**src/rtl/ysyx_23060236_btb_updater.sv**
```systemverilog
// BTB updater at the EXU end of the pipeline.
// Compares each resolved next-PC with the one predicted at fetch. On a
// mismatch it sends a one-cycle redirect to the IFU and queues a BTB write.
// It squashes wrong-path results until the redirect target arrives, and it
// drains the write queue into the arbitrated BTB write port.
module ysyx_23060236_btb_updater #(
    parameter int ADDR_LEN = 32,
    parameter int DATA_LEN = 32,
    parameter int QDEPTH   = 2,
    parameter int CNT_LEN  = 32
) (
    input  logic                clock,
    input  logic                reset,
    input  logic                exu_valid,
    output logic                exu_ready,
    input  logic [ADDR_LEN-1:0] exu_pc,
    input  logic [DATA_LEN-1:0] exu_pred_npc,
    input  logic [DATA_LEN-1:0] exu_actual_npc,
    output logic                redirect_valid,
    output logic [ADDR_LEN-1:0] redirect_pc,
    output logic                btb_wvalid,
    input  logic                btb_wready,
    output logic [ADDR_LEN-1:0] btb_awaddr,
    output logic [DATA_LEN-1:0] btb_wdata,
    output logic [CNT_LEN-1:0]  mispred_cnt,
    output logic [CNT_LEN-1:0]  drop_cnt
);

    localparam int PTR_W = (QDEPTH > 1) ? $clog2(QDEPTH) : 1;

    typedef enum logic {
        NORMAL,
        SQUASH
    } state_t;

    state_t              state_q, state_d;
    logic [ADDR_LEN-1:0] target_q;
    logic                accept;
    logic                mispredict;
    logic                at_target;
    logic                evaluate;
    logic                take_mis;

    logic [ADDR_LEN-1:0] q_addr [QDEPTH];
    logic [DATA_LEN-1:0] q_data [QDEPTH];
    logic [PTR_W-1:0]    wr_ptr, rd_ptr;
    logic [PTR_W:0]      count;
    logic [ADDR_LEN-1:0] hold_addr;
    logic [DATA_LEN-1:0] hold_data;
    logic                q_full, q_empty;
    logic                deq, enq, drop;

    // EXU is never back-pressured
    assign exu_ready  = 1'b1;
    assign accept     = exu_valid & exu_ready;
    assign mispredict = (exu_pred_npc != exu_actual_npc);
    assign at_target  = (exu_pc == target_q);

    // FSM state register
    always_ff @(posedge clock) begin
        if (!reset) state_q <= NORMAL;
        else        state_q <= state_d;
    end

    // FSM next-state: leave SQUASH only on a correct result at the target
    always_comb begin
        state_d = state_q;
        case (state_q)
            NORMAL: if (accept && mispredict) state_d = SQUASH;
            SQUASH: if (accept && at_target)  state_d = mispredict ? SQUASH : NORMAL;
            default: state_d = NORMAL;
        endcase
    end

    // FSM output decode: which accepted transfers are on the correct path
    always_comb begin
        evaluate = 1'b0;
        case (state_q)
            NORMAL:  evaluate = accept;
            SQUASH:  evaluate = accept & at_target;
            default: evaluate = 1'b0;
        endcase
    end

    assign take_mis = evaluate & mispredict;

    // Redirect pulse and target; redirect_pc is the current squash target
    always_ff @(posedge clock) begin
        if (!reset) begin
            redirect_valid <= 1'b0;
            target_q       <= '0;
        end else begin
            redirect_valid <= take_mis;
            if (take_mis) target_q <= ADDR_LEN'(exu_actual_npc);
        end
    end

    assign redirect_pc = target_q;

    // Queue status and handshake decode
    assign q_empty    = (count == '0);
    assign q_full     = (count == (PTR_W+1)'(QDEPTH));
    assign btb_wvalid = ~q_empty;
    assign deq        = btb_wvalid & btb_wready;
    assign enq        = take_mis & (~q_full | deq);
    assign drop       = take_mis & q_full & ~deq;

    // Queue pointers and occupancy; pointers wrap naturally at QDEPTH
    always_ff @(posedge clock) begin
        if (!reset) begin
            wr_ptr <= '0;
            rd_ptr <= '0;
            count  <= '0;
        end else begin
            if (enq) wr_ptr <= wr_ptr + PTR_W'(1);
            if (deq) rd_ptr <= rd_ptr + PTR_W'(1);
            case ({enq, deq})
                2'b10:   count <= count + (PTR_W+1)'(1);
                2'b01:   count <= count - (PTR_W+1)'(1);
                default: count <= count;
            endcase
        end
    end

    // Queue storage, cleared on reset so the head slot reads zero
    always_ff @(posedge clock) begin
        if (!reset) begin
            for (int unsigned i = 0; i < QDEPTH; i++) begin
                q_addr[PTR_W'(i)] <= '0;
                q_data[PTR_W'(i)] <= '0;
            end
        end else if (enq) begin
            q_addr[wr_ptr] <= exu_pc;
            q_data[wr_ptr] <= exu_actual_npc;
        end
    end

    // Last drained entry, shown on the write port while the queue is empty
    always_ff @(posedge clock) begin
        if (!reset) begin
            hold_addr <= '0;
            hold_data <= '0;
        end else if (deq) begin
            hold_addr <= q_addr[rd_ptr];
            hold_data <= q_data[rd_ptr];
        end
    end

    assign btb_awaddr = q_empty ? hold_addr : q_addr[rd_ptr];
    assign btb_wdata  = q_empty ? hold_data : q_data[rd_ptr];

    // Performance counters, wrapping modulo 2^CNT_LEN
    always_ff @(posedge clock) begin
        if (!reset) begin
            mispred_cnt <= '0;
            drop_cnt    <= '0;
        end else begin
            if (take_mis) mispred_cnt <= mispred_cnt + CNT_LEN'(1);
            if (drop)     drop_cnt    <= drop_cnt + CNT_LEN'(1);
        end
    end

endmodule

```
**config.mk**
```make
export PLATFORM = sky130hd
export DESIGN_NAME = ysyx_23060236_btb_updater
export DESIGN_NICKNAME = d
export VERILOG_FILES = /design/src/rtl/ysyx_23060236_btb_updater.sv
export SDC_FILE = /design/constraint.sdc
export NUM_CORES = 1
export LEC_CHECK = 0
export CAP_MARGIN = 20
export CELL_PAD_IN_SITES_DETAIL_PLACEMENT = 1
export CELL_PAD_IN_SITES_GLOBAL_PLACEMENT = 2
export CORE_UTILIZATION = 35
export DETAILED_ROUTE_END_ITERATION = 8
export PLACE_DENSITY = 0.85
export SETUP_SLACK_MARGIN = 0.1
export SKIP_LAST_GASP = 1
export SLEW_MARGIN = 15
export SYNTH_ARGS = -nofsm -noshare
export SYNTH_HDL_FRONTEND = slang
export SYNTH_SLANG_ARGS = --single-unit
```
**constraint.sdc**
```tcl
create_clock -name clock -period 16.3 [get_ports clock]
set_input_delay 4.89 -clock clock [delete_from_list [all_inputs] [get_ports clock]]
set_output_delay 4.89 -clock clock [all_outputs]
set_load 0.01 [all_outputs]
```
* After elaboration in Yosys (flattened, before gate mapping)
Memory sizes are Yosys's and may differ from the RTL's. A register that Yosys moved wholly into a read port is not among the register bits.
Index checks and enable logic that the tools add are counted.
** Cells by class
- $add $sub $neg :: 6
- Eq/ne operators :: 5
- Bitwise gates (word level) :: 11
- Mux-type cells :: 22
- Reduce and logical (&&, ||, !) cells :: 6
** Operators with widths (number)
- 32-bit 2-to-1 mux :: 4
- 32-bit by 1-bit adder with 32-bit output, second input constant :: 2
- 32-bit OR reduction :: 2
- 32-bit equality test :: 1
- 32-bit inequality test :: 1
- 1-bit 2-to-1 mux :: 15
- 1-bit bitwise AND :: 6
- 2-bit equality test, second input constant :: 2
- 1-bit NOT :: 4
- 1-bit one-hot mux with 2 select lines :: 2
- 2-bit one-hot mux with 2 select lines :: 1
- 1-bit adder, second input constant :: 2
- 2-bit by 1-bit adder with 2-bit output, second input constant :: 1
- 2-bit by 1-bit equality test with 1-bit output, second input constant :: 1
- 1-bit logical AND :: 2
- 2-bit logical NOT :: 1
- 2-bit nonzero test :: 1
- 2-bit by 1-bit subtractor with 2-bit output, second input constant :: 1
- 1-bit OR :: 1
** Word-level totals
- Output and inout port bits :: 163
- Memories :: 2
- Memory bits (writable) :: 128
- Register bits :: 166
** Memories
- q_addr :: words 2, width 32, rd ports 1, clocked after Yosys merged registers in 1, wr ports 2, line 44 : logic [ADDR_LEN-1:0] q_addr [QDEPTH];
- q_data :: words 2, width 32, rd ports 1, clocked after Yosys merged registers in 1, wr ports 2, line 45 : logic [DATA_LEN-1:0] q_data [QDEPTH];

* Depth between registers and ports, before layout
Gate-level depths: netlist of the first run.
- Depth after elaboration :: 10
- Depth in mapped cells :: 12

* Worst setup path after synthesis of the first run
Ideal clock, no wire load.
- Kind :: input port to flip-flop
- From :: in exu_pc[22]
- To :: mem q_addr[0][0] (enable)
- Buffers on the path :: 1
- Stages on the path :: 7
- Setup time :: 581 ps
- Required time :: 15719 ps
- Setup slack :: 4646 ps
- Data arrival time :: 11073 ps
- Path through :: xor2_1 nor4_1 nand2_1 o41ai_1 nand2_1 clkbuf_1 o31ai_1
** RTL lines
- start: declaration :: line 16 : input logic [ADDR_LEN-1:0] exu_pc,
- end: declaration :: line 44

==> flow_summary.yaml, run 1 <==
run_status:
  status: "completed"
sta:
  hold_viol: 0
  fmax_ghz: 0.115
  tns_ns: 0
  maxSlewHeadroom: 0.252
  rsz0062_at_grt: "false"
  fin_skew_ns: 0.0181
  timing.final.ws_setup_ns: 7.62
  maxSlewViolCount: 0
  min_period_ns: 8.68
  setup_violations: 0
  finalCritPeriodShare: 0.532
  worst_pin_slew_ns: 1.12
clocking:
  insertion_delay_ns: 0.52
  cts_hold_buf: 0
  cts.sinks: 295
  cts_tree: "done"
  cts_buffers: 35
  h-tree-depth: 2
  cts_resized: 0
  ctsLongestPathBuffers: 3
  root_buffer: "clkbuf_16"
  cts.clk_slew.worst_paths_ns: 0.06
  postCtsSetupBuffers: 0
grt:
  grt_pass1_wl_um: 74200
  grt_usage: 0.233
  grt_pass1_vias: 12316
  grt_max_degree: 115
  antenna_found_initial: 2
  grt_overflow_total: 0
die:
  die_y_um: 202
  ios: 263
  coreArea_mm2: 0.0390
  dieArea_mm2: 0.0407
  dieWidth_um: 202
  initial_core_util: 0.358
  std_cell_rows: 72
drt:
  route.detailed.drc: 0
  wl_per_cell_um: 22.7
  dr.pass1.iters: 5
  dr.first_iter.drc_count: 779
  ant_nets: 0
  drt_wl_total_um: 48400
  num_vias: 11977
  routed_via_density: 5.62
critical_path:
  slowest_delay_ns: 0.77
  cp.required_ns: 16.41
  worstPathMaxFanout: 104
  cp-end-kind: "register"
  cp_cell_sequence: "clkdlybuf4s50_1, xnor2_1, nand4_1, nor4_1, a21bo_2, buf_4, nor2_1, a31o_4"
  start_kind: "input port"
  path_class: "in -> reg"
  worst_path_max_delay_cell: "buf_4"
  cp.arrival_ns: 8.79
final_layout:
  nNetsFinal: 1690
  mostFrequentLayoutCell: "clkdlybuf4s50_1"
  area_growth_pct: 29.1
  final_cell_mix: "clkdlybuf4s50_1, dfxtp_1, nor2_1"
  diodes: 0
  layout-drive-gt1-share: 0.0514
  stdcell_count: 2132
logic_synthesis:
  ys_ff_latch: 295
  synthFlopType: "dfxtp_1"
  ys_warn_count: 0
  syn_avg_cell_area_um2: 9.98
  synth_edf_count: 128
  synth_area_mm2: 0.0140
  yosysSeqAreaShare: 0.515
  synthesis.instances: 1399
  ys_types: 43
  async_flop_share: 0
  synth_nets: 1502
placement:
  dp_slack_ns: 7.17
  portBuffers: 261
  dp.cells: 2067
  dpl.hpwl_um: 31500
  place.gp.congestion: 0.798
power_and_ir_drop:
  total_power_mw: 2.67
  leakage_nw: 6.05
  peakVddDrop_mv: 0.0944
  power_density_mw_per_mm2: 148
job:
  maxCapViolCount: 0
worst_hold_path:
  hold_class: "reg -> reg"
layer usage:
layer / routed length (um) / vias up / part of all wire / track usage
met4: 1260 / 4 / 0.026 / 0.0687
met3: 2590 / 68 / 0.053 / 0.0408
met2: 23000 / 335 / 0.47 / 0.386
li1: - / 5543 / - / -
met1: 21500 / 6027 / 0.45 / 0.310
met5: 23 / - / 0.00048 / 0
power breakdown:
| group | leakage, nW | internal [mW] | total [mW] | switching, mW |
|---|---|---|---|---|
| Clock | 0.550 | 0.452 | 0.773 | 0.321 |
| Combinational | 2.79 | 0.448 | 0.962 | 0.515 |
| Sequential | 2.71 | 0.864 | 0.934 | 0.0697 |
| Total | 6.05 | 1.76 | 2.67 | 0.905 |
critical path, delay by kind of cell:
family,cells,cell delay [ns]
buffers and inverters,2,1.29
and+or+nand+nor,3,1.09
AOI/OAI and AO/OA,2,0.78
xor gates and xnor gates,1,0.54
cell families (layout without fill, tap and decap cells):
family / after synthesis / in the layout / synth area share
buf+inv: 126 / 341 / 0.0361
compound gates: 303 / 303 / 0.142
simple gates: 526 / 526 / 0.206
other cells: 1 / 1 / 0.000269
fa+ha+maj: 3 / 3 / 0.00269
mux: 78 / 78 / 0.0559
flops: 295 / 295 / 0.515
xor+xnor: 67 / 67 / 0.0420
cells in the mapped netlist (36+ instances only):
| cell type | number | area (um2) |
|---|---|---|
| nor3b_1 | 64 | 480 |
| nand2b_1 | 55 | 344 |
| a21oi_1 | 106 | 531 |
| a211oi_1 | 64 | 480 |
| o21ai_0 | 36 | 180 |
| edfxtp_1 | 128 | 3840 |
| o311ai_0 | 41 | 359 |
| nand3_1 | 60 | 300 |
| and2_1 | 68 | 425 |
| clkbuf_1 | 102 | 383 |
| nand2_1 | 44 | 165 |
| o31ai_1 | 49 | 368 |
| mux2i_1 | 78 | 781 |
| dfxtp_1 | 167 | 3340 |
| nor2_1 | 137 | 514 |
sequential cells by signal (all words and copies together) (netlist names), 2 cells and up, named ones only:
| signal | count |
|---|---|
| count | 2 |
| hold_addr | 32 |
| redirect_pc | 32 |
| drop_cnt | 32 |
| q_addr | 64 |
| hold_data | 32 |
| mispred_cnt | 32 |
| q_data | 64 |
area by class of cell:
| class | count | area, um2 |
|---|---|---|
| fillers | 4311 | 21000 |
| well taps | 518 | 648 |
| repair buffers | 276 | 2730 |
| clock inverters | 20 | 166 |
| flip-flops and latches | 295 | 7190 |
| clock buffers | 44 | 961 |
| inverters | 1 | 6.26 |
| multi-input cells | 978 | 6320 |
metrics by stage:
stage | hold slack [ns] | utilization | instance area, um2
2_1_floorplan | 0.478 | - | 14000
3_3_place_gp | 0.463 | 0.433 | 16900
3_5_place_dp | 0.480 | 0.433 | 16900
4_1_cts | 0.496 | 0.462 | 18000
5_1_grt | 0.515 | 0.462 | 18000
6_report | 0.499 | 0.462 | 18000
path summary, 6_finish.rpt:
| kind | from | endpoint | slack, ns | depth (start not counted) |
|---|---|---|---|---|
| min | mispred_cnt[31] | mispred_cnt[31] | 0.50 | 2 |
| min reg2reg | mispred_cnt[31] | mispred_cnt[31] | 0.50 | 2 |
| max reg2reg | redirect_pc[17] | q_addr[0][0] | 12.38 | 9 |
| max | exu_actual_npc[31] | q_addr[1][31] | 7.62 | 8 |
No activity file was read; power rests on OpenSTA's default activity.
==> inputs of run 2 (changes only) <==
--- a/config.mk
+++ b/config.mk
@@ -8,9 +8,9 @@
 export CAP_MARGIN = 20
 export CELL_PAD_IN_SITES_DETAIL_PLACEMENT = 1
 export CELL_PAD_IN_SITES_GLOBAL_PLACEMENT = 2
-export CORE_UTILIZATION = 35
+export CORE_UTILIZATION = 30
 export DETAILED_ROUTE_END_ITERATION = 8
-export PLACE_DENSITY = 0.85
+export PLACE_DENSITY = 0.77
 export SETUP_SLACK_MARGIN = 0.1
 export SKIP_LAST_GASP = 1
 export SLEW_MARGIN = 15
==> constraint.sdc (replaced) <==
create_clock -name clock -period 7 [get_ports clock]
set_input_delay 2.1 -clock clock [delete_from_list [all_inputs] [get_ports clock]]
set_output_delay 2.1 -clock clock [all_outputs]
set_load 0.01 [all_outputs]
==> flow_summary.yaml, run 2 (synthesized netlist as in run 1, its figures left out) <==
worst_hold_path:
  hold_class: "reg -> reg"
critical_path:
  r2r_end: "q_addr[1][31]"
  cp-end-kind: "register"
  worstPathMaxFanout: 44
  path_class: "in -> reg"
  reg2reg_from: "redirect_pc[17]"
  cp.required_ns: 7.40
  worstSetupStartpoint: "exu_pc[31]"
  reg2reg_depth: 7
  start_kind: "input port"
  setup.worst_path.end: "q_addr[1][31]"
  cp.arrival_ns: 5.68
  r2r_setup_slack_ns: 3.33
clocking:
  cts_hold_buf: 0
  cts_resized: 0
  postCtsSetupBuffers: 0
  h-tree-depth: 2
  root_buffer: "clkbuf_16"
  insertion_delay_ns: 0.54
  cts_buffers: 36
  cts_tree: "done"
  cts.sinks: 295
  ctsLongestPathBuffers: 3
  cts.clk_slew.worst_paths_ns: 0.06
drt:
  route.detailed.drc: 0
  routed_via_density: 5.35
  wl_per_cell_um: 22.6
  num_vias: 11886
  ant_nets: 0
  dr.first_iter.drc_count: 674
  dr.pass1.iters: 5
  drt_wl_total_um: 50100
power_and_ir_drop:
  pwr-share-seq: 0.351
  peakVddDrop_mv: 0.219
  switching_power_mw: 2.10
  power_density_mw_per_mm2: 342
  power.share.clock: 0.287
  leakage_nw: 6.06
  comb_power_share: 0.363
  p_sw_frac: 0.340
  intPower_mw: 4.09
sta:
  finalCritPeriodShare: 0.755
  timing.final.ws_setup_ns: 1.71
  fmax_ghz: 0.189
  maxSlewHeadroom: 0.288
  tns_ns: 0
  setup_violations: 0
  worst_pin_slew_ns: 1.07
  hold_viol: 0
  fin_skew_ns: 0.0245
  maxSlewViolCount: 0
  min_period_ns: 5.29
  rsz0062_at_grt: "false"
die:
  die_y_um: 218
  ios: 263
  std_cell_rows: 78
  dieWidth_um: 218
  coreArea_mm2: 0.0457
  dieArea_mm2: 0.0474
  initial_core_util: 0.306
placement:
  portBuffers: 261
  dp.cells: 2155
  place.gp.congestion: 0.811
  dpl.hpwl_um: 33700
  dp_slack_ns: 0.914
final_layout:
  largestRegisters: "q_addr x64, q_data x64"
  fill_cells: 5124
  stdcell_count: 2221
  mostFrequentLayoutCell: "clkdlybuf4s50_1"
  final_cell_mix: "clkdlybuf4s50_1, dfxtp_1, nor2_1"
  nNetsFinal: 1697
  diodes: 0
  layout-drive-gt1-share: 0.0500
  area_growth_pct: 29.9
  utilization: 0.397
grt:
  antenna_found_initial: 1
  grt_usage: 0.208
  grt_pass1_vias: 12172
  grt_max_degree: 96
  grt_pass1_wl_um: 75300
  grt_overflow_total: 0
run_status:
  status: "completed"
job:
  maxCapViolCount: 0
==> run 2: changes by cell type in the layout (fill, tap and decap cells not counted) <==
cell | before | now
bufinv_16 | 2 | 1
clkbuf_8 | 3 | 4
clkinv_2 | 8 | 4
buf_4 | 14 | 20
a21bo_4 | 0 | 1
nand2_1 | 43 | 44
buf_2 | 1 | 2
buf_12 | 1 | 0
clkbuf_1 | 5 | 13
a21bo_2 | 1 | 0
nand2_2 | 1 | 0
clkinvlp_4 | 3 | 0
==> run 2: routing by layer <==
| layer | GRT usage | part of all wire |
|---|---|---|
| met1 | 0.275 | 0.45 |
| met5 | 0 | 0.00026 |
| met4 | 0.0718 | 0.031 |
| met3 | 0.0385 | 0.050 |
| met2 | 0.340 | 0.47 |
==> run 2: metrics by stage <==
stage | power (mW) | hold WS [ns] | cell area (um2)
2_1_floorplan | 3.33 | 0.478 | 14000
3_3_place_gp | 4.43 | 0.464 | 17000
3_5_place_dp | 4.49 | 0.470 | 17000
4_1_cts | 6.28 | 0.483 | 18100
5_1_grt | 6.53 | 0.500 | 18100
6_report | 6.19 | 0.479 | 18100
==> run 2: power by group through the flow <==
stage                     Combinational, mW  Sequential, mW  Clock [mW]
after floorplan                        1.21            2.12           0
after global placement                 2.24            2.19           0
after detailed placement               2.28            2.21           0
after CTS                              2.29            2.17        1.82
after global routing                   2.45            2.20        1.89
final                                  2.25            2.17        1.77
==> run 2: critical path: stages <==
cell             delay [ns]
clkdlybuf4s50_1        0.44
xor2_1                 0.18
nor4_1                 0.54
nand2_1                0.16
o41a_2                 0.61
nor4_4                 0.83
buf_4                  0.54
and2_1                 0.21
==> run 2: how the worst min path moves through the flow <==
| stage | endpoint | start | cells past startpoint | slack, ns |
|---|---|---|---|---|
| finish | drop_cnt[31] | drop_cnt[31] | 2 | 0.48 |
| floorplan | hold_addr[0] | hold_addr[0] | 2 | 0.48 |
| global placement | drop_cnt[31] | drop_cnt[31] | 2 | 0.46 |
| global route | drop_cnt[31] | drop_cnt[31] | 2 | 0.50 |
| CTS | drop_cnt[31] | drop_cnt[31] | 2 | 0.48 |
| detailed placement | drop_cnt[31] | drop_cnt[31] | 2 | 0.47 |
==> run 2: layout make-up <==
type                            count  area (um2)  share of cell area
Tap cell                          600         751              0.0414
Timing Repair Buffer              282        2760               0.152
Clock inverter                     12        93.8             0.00517
Sequential cell                   295        7190               0.397
Clock buffer                       53        1000              0.0554
Multi-Input combinational cell    978        6320               0.349
Inverter                            1        6.26            0.000345
==> inputs of run 3 (changes only) <==
--- a/config.mk
+++ b/config.mk
@@ -8,9 +8,9 @@
 export CAP_MARGIN = 20
 export CELL_PAD_IN_SITES_DETAIL_PLACEMENT = 1
 export CELL_PAD_IN_SITES_GLOBAL_PLACEMENT = 2
-export CORE_UTILIZATION = 30
+export CORE_UTILIZATION = 33
 export DETAILED_ROUTE_END_ITERATION = 8
-export PLACE_DENSITY = 0.77
+export PLACE_DENSITY = 0.81
 export SETUP_SLACK_MARGIN = 0.1
 export SKIP_LAST_GASP = 1
 export SLEW_MARGIN = 15
==> constraint.sdc (replaced) <==
create_clock -name clock -period 5.15 [get_ports clock]
set_input_delay 1.545 -clock clock [delete_from_list [all_inputs] [get_ports clock]]
set_output_delay 1.545 -clock clock [all_outputs]
set_load 0.01 [all_outputs]
==> flow_summary.yaml, run 3 (synthesized netlist as in run 1, its figures left out) <==
placement:
  portBuffers: 261
  place.gp.congestion: 0.795
  dpl.hpwl_um: 33000
  dp_slack_ns: 0.498
drt:
  num_vias: 12000
  dr.pass1.iters: 7
  wl_per_cell_um: 22.7
  ant_nets: 0
  route.detailed.drc: 0
  routed_via_density: 5.55
  drt_wl_total_um: 49000
  dr.first_iter.drc_count: 708
worst_hold_path:
  hold_class: "reg -> reg"
die:
  dieArea_mm2: 0.0431
  dieWidth_um: 208
  coreArea_mm2: 0.0413
  die_y_um: 208
  initial_core_util: 0.338
  std_cell_rows: 74
  ios: 263
sta:
  worst_pin_slew_ns: 0.811
  tns_ns: 0
  finalCritPeriodShare: 0.852
  fin_skew_ns: 0.0216
  setup_violations: 0
  fmax_ghz: 0.228
  maxSlewHeadroom: 0.460
  maxSlewViolCount: 0
  hold_viol: 0
  rsz0062_at_grt: "false"
  min_period_ns: 4.39
  timing.final.ws_setup_ns: 0.761
critical_path:
  worstPathMaxFanout: 72
  cp.arrival_ns: 2.84
  cp.required_ns: 3.61
  start_kind: "register"
  path_class: "reg -> out"
  cp-end-kind: "primary output"
final_layout:
  diodes: 0
  nNetsFinal: 1707
  final_cell_mix: "clkdlybuf4s50_1, dfxtp_1, nor2_1"
  layout-drive-gt1-share: 0.0564
  area_growth_pct: 31.1
  largestRegisters: "q_addr x64, q_data x64"
  mostFrequentLayoutCell: "clkdlybuf4s50_1"
grt:
  antenna_found_initial: 4
  grt_overflow_total: 0
  grt_max_degree: 78
  grt_usage: 0.225
  grt_pass1_vias: 12227
  grt_pass1_wl_um: 75100
clocking:
  cts_hold_buf: 0
  cts.sinks: 295
  root_buffer: "clkbuf_16"
  h-tree-depth: 2
  insertion_delay_ns: 0.54
  cts_tree: "done"
  cts_resized: 0
  ctsLongestPathBuffers: 3
  cts_buffers: 35
  cts.clk_slew.worst_paths_ns: 0.06
  postCtsSetupBuffers: 0
run_status:
  status: "completed"
job:
  maxCapViolCount: 0
power_and_ir_drop:
  power_density_mw_per_mm2: 463
  peakVddDrop_mv: 0.236
  leakage_nw: 6.18
-- run 3: changes by cell type in the layout (fill, tap and decap cells not counted), moves of 2 or more --
cell      delta
clkinv_2     -2
clkinv_1     -5
clkbuf_1     +4
buf_12      +11
-- run 3: power breakdown --
group | internal, mW | switching (mW) | total [mW] | leakage [nW]
registers | 2.73 | 0.212 | 2.95 | 2.71
clock network | 1.45 | 0.990 | 2.44 | 0.537
logic | 1.46 | 1.64 | 3.10 | 2.93
-- run 3: final timing paths --
check / startpoint / end / slack [ns] / depth (start not counted)
setup / recovery: count[0] / btb_wdata[12] / 0.76 / 5
hold / removal: drop_cnt[31] / drop_cnt[31] / 0.48 / 2
setup reg to reg: redirect_pc[21] / count[1] / 2.03 / 10
hold reg to reg: drop_cnt[31] / drop_cnt[31] / 0.48 / 2
-- run 3: metrics by stage --
stage                     hold WS (ns)   util  total power, mW  area, um2  instances
final                            0.480  0.443             8.48      18300       2163
after global routing             0.512  0.443             8.94      18300       2163
after global placement           0.465  0.416             6.06      17200       2099
after CTS                        0.487  0.443             8.58      18300       2163
after floorplan                  0.478      -             4.53      14000       1399
after detailed placement         0.470  0.416             6.13      17200       2099
-- run 3: routing by layer --
| metal | vias to the layer above | GRT usage | routed length (um) |
|---|---|---|---|
| li1 | 5566 | - | - |
| met1 | 6004 | 0.286 | 20900 |
| met2 | 351 | 0.382 | 23600 |
| met3 | 73 | 0.0511 | 3230 |
| met4 | 6 | 0.0651 | 1250 |
| met5 | - | 0 | 43 |
-- run 3: cell type report --
class	instances	area, um2
repair buffers	293	2990
clock inverters	8	111
fillers	4559	23000
inverters	1	6.26
multi-input cells	978	6340
flip-flops and latches	295	7190
clock buffers	56	1010
well taps	532	666
-- run 3: critical path, cell delays in order, from the launching register on --
cell             delay (ns)
dfxtp_1                0.42
or2_4                  0.59
buf_12                 0.36
nor2_1                 0.08
a21oi_1                0.21
clkdlybuf4s50_1        0.59
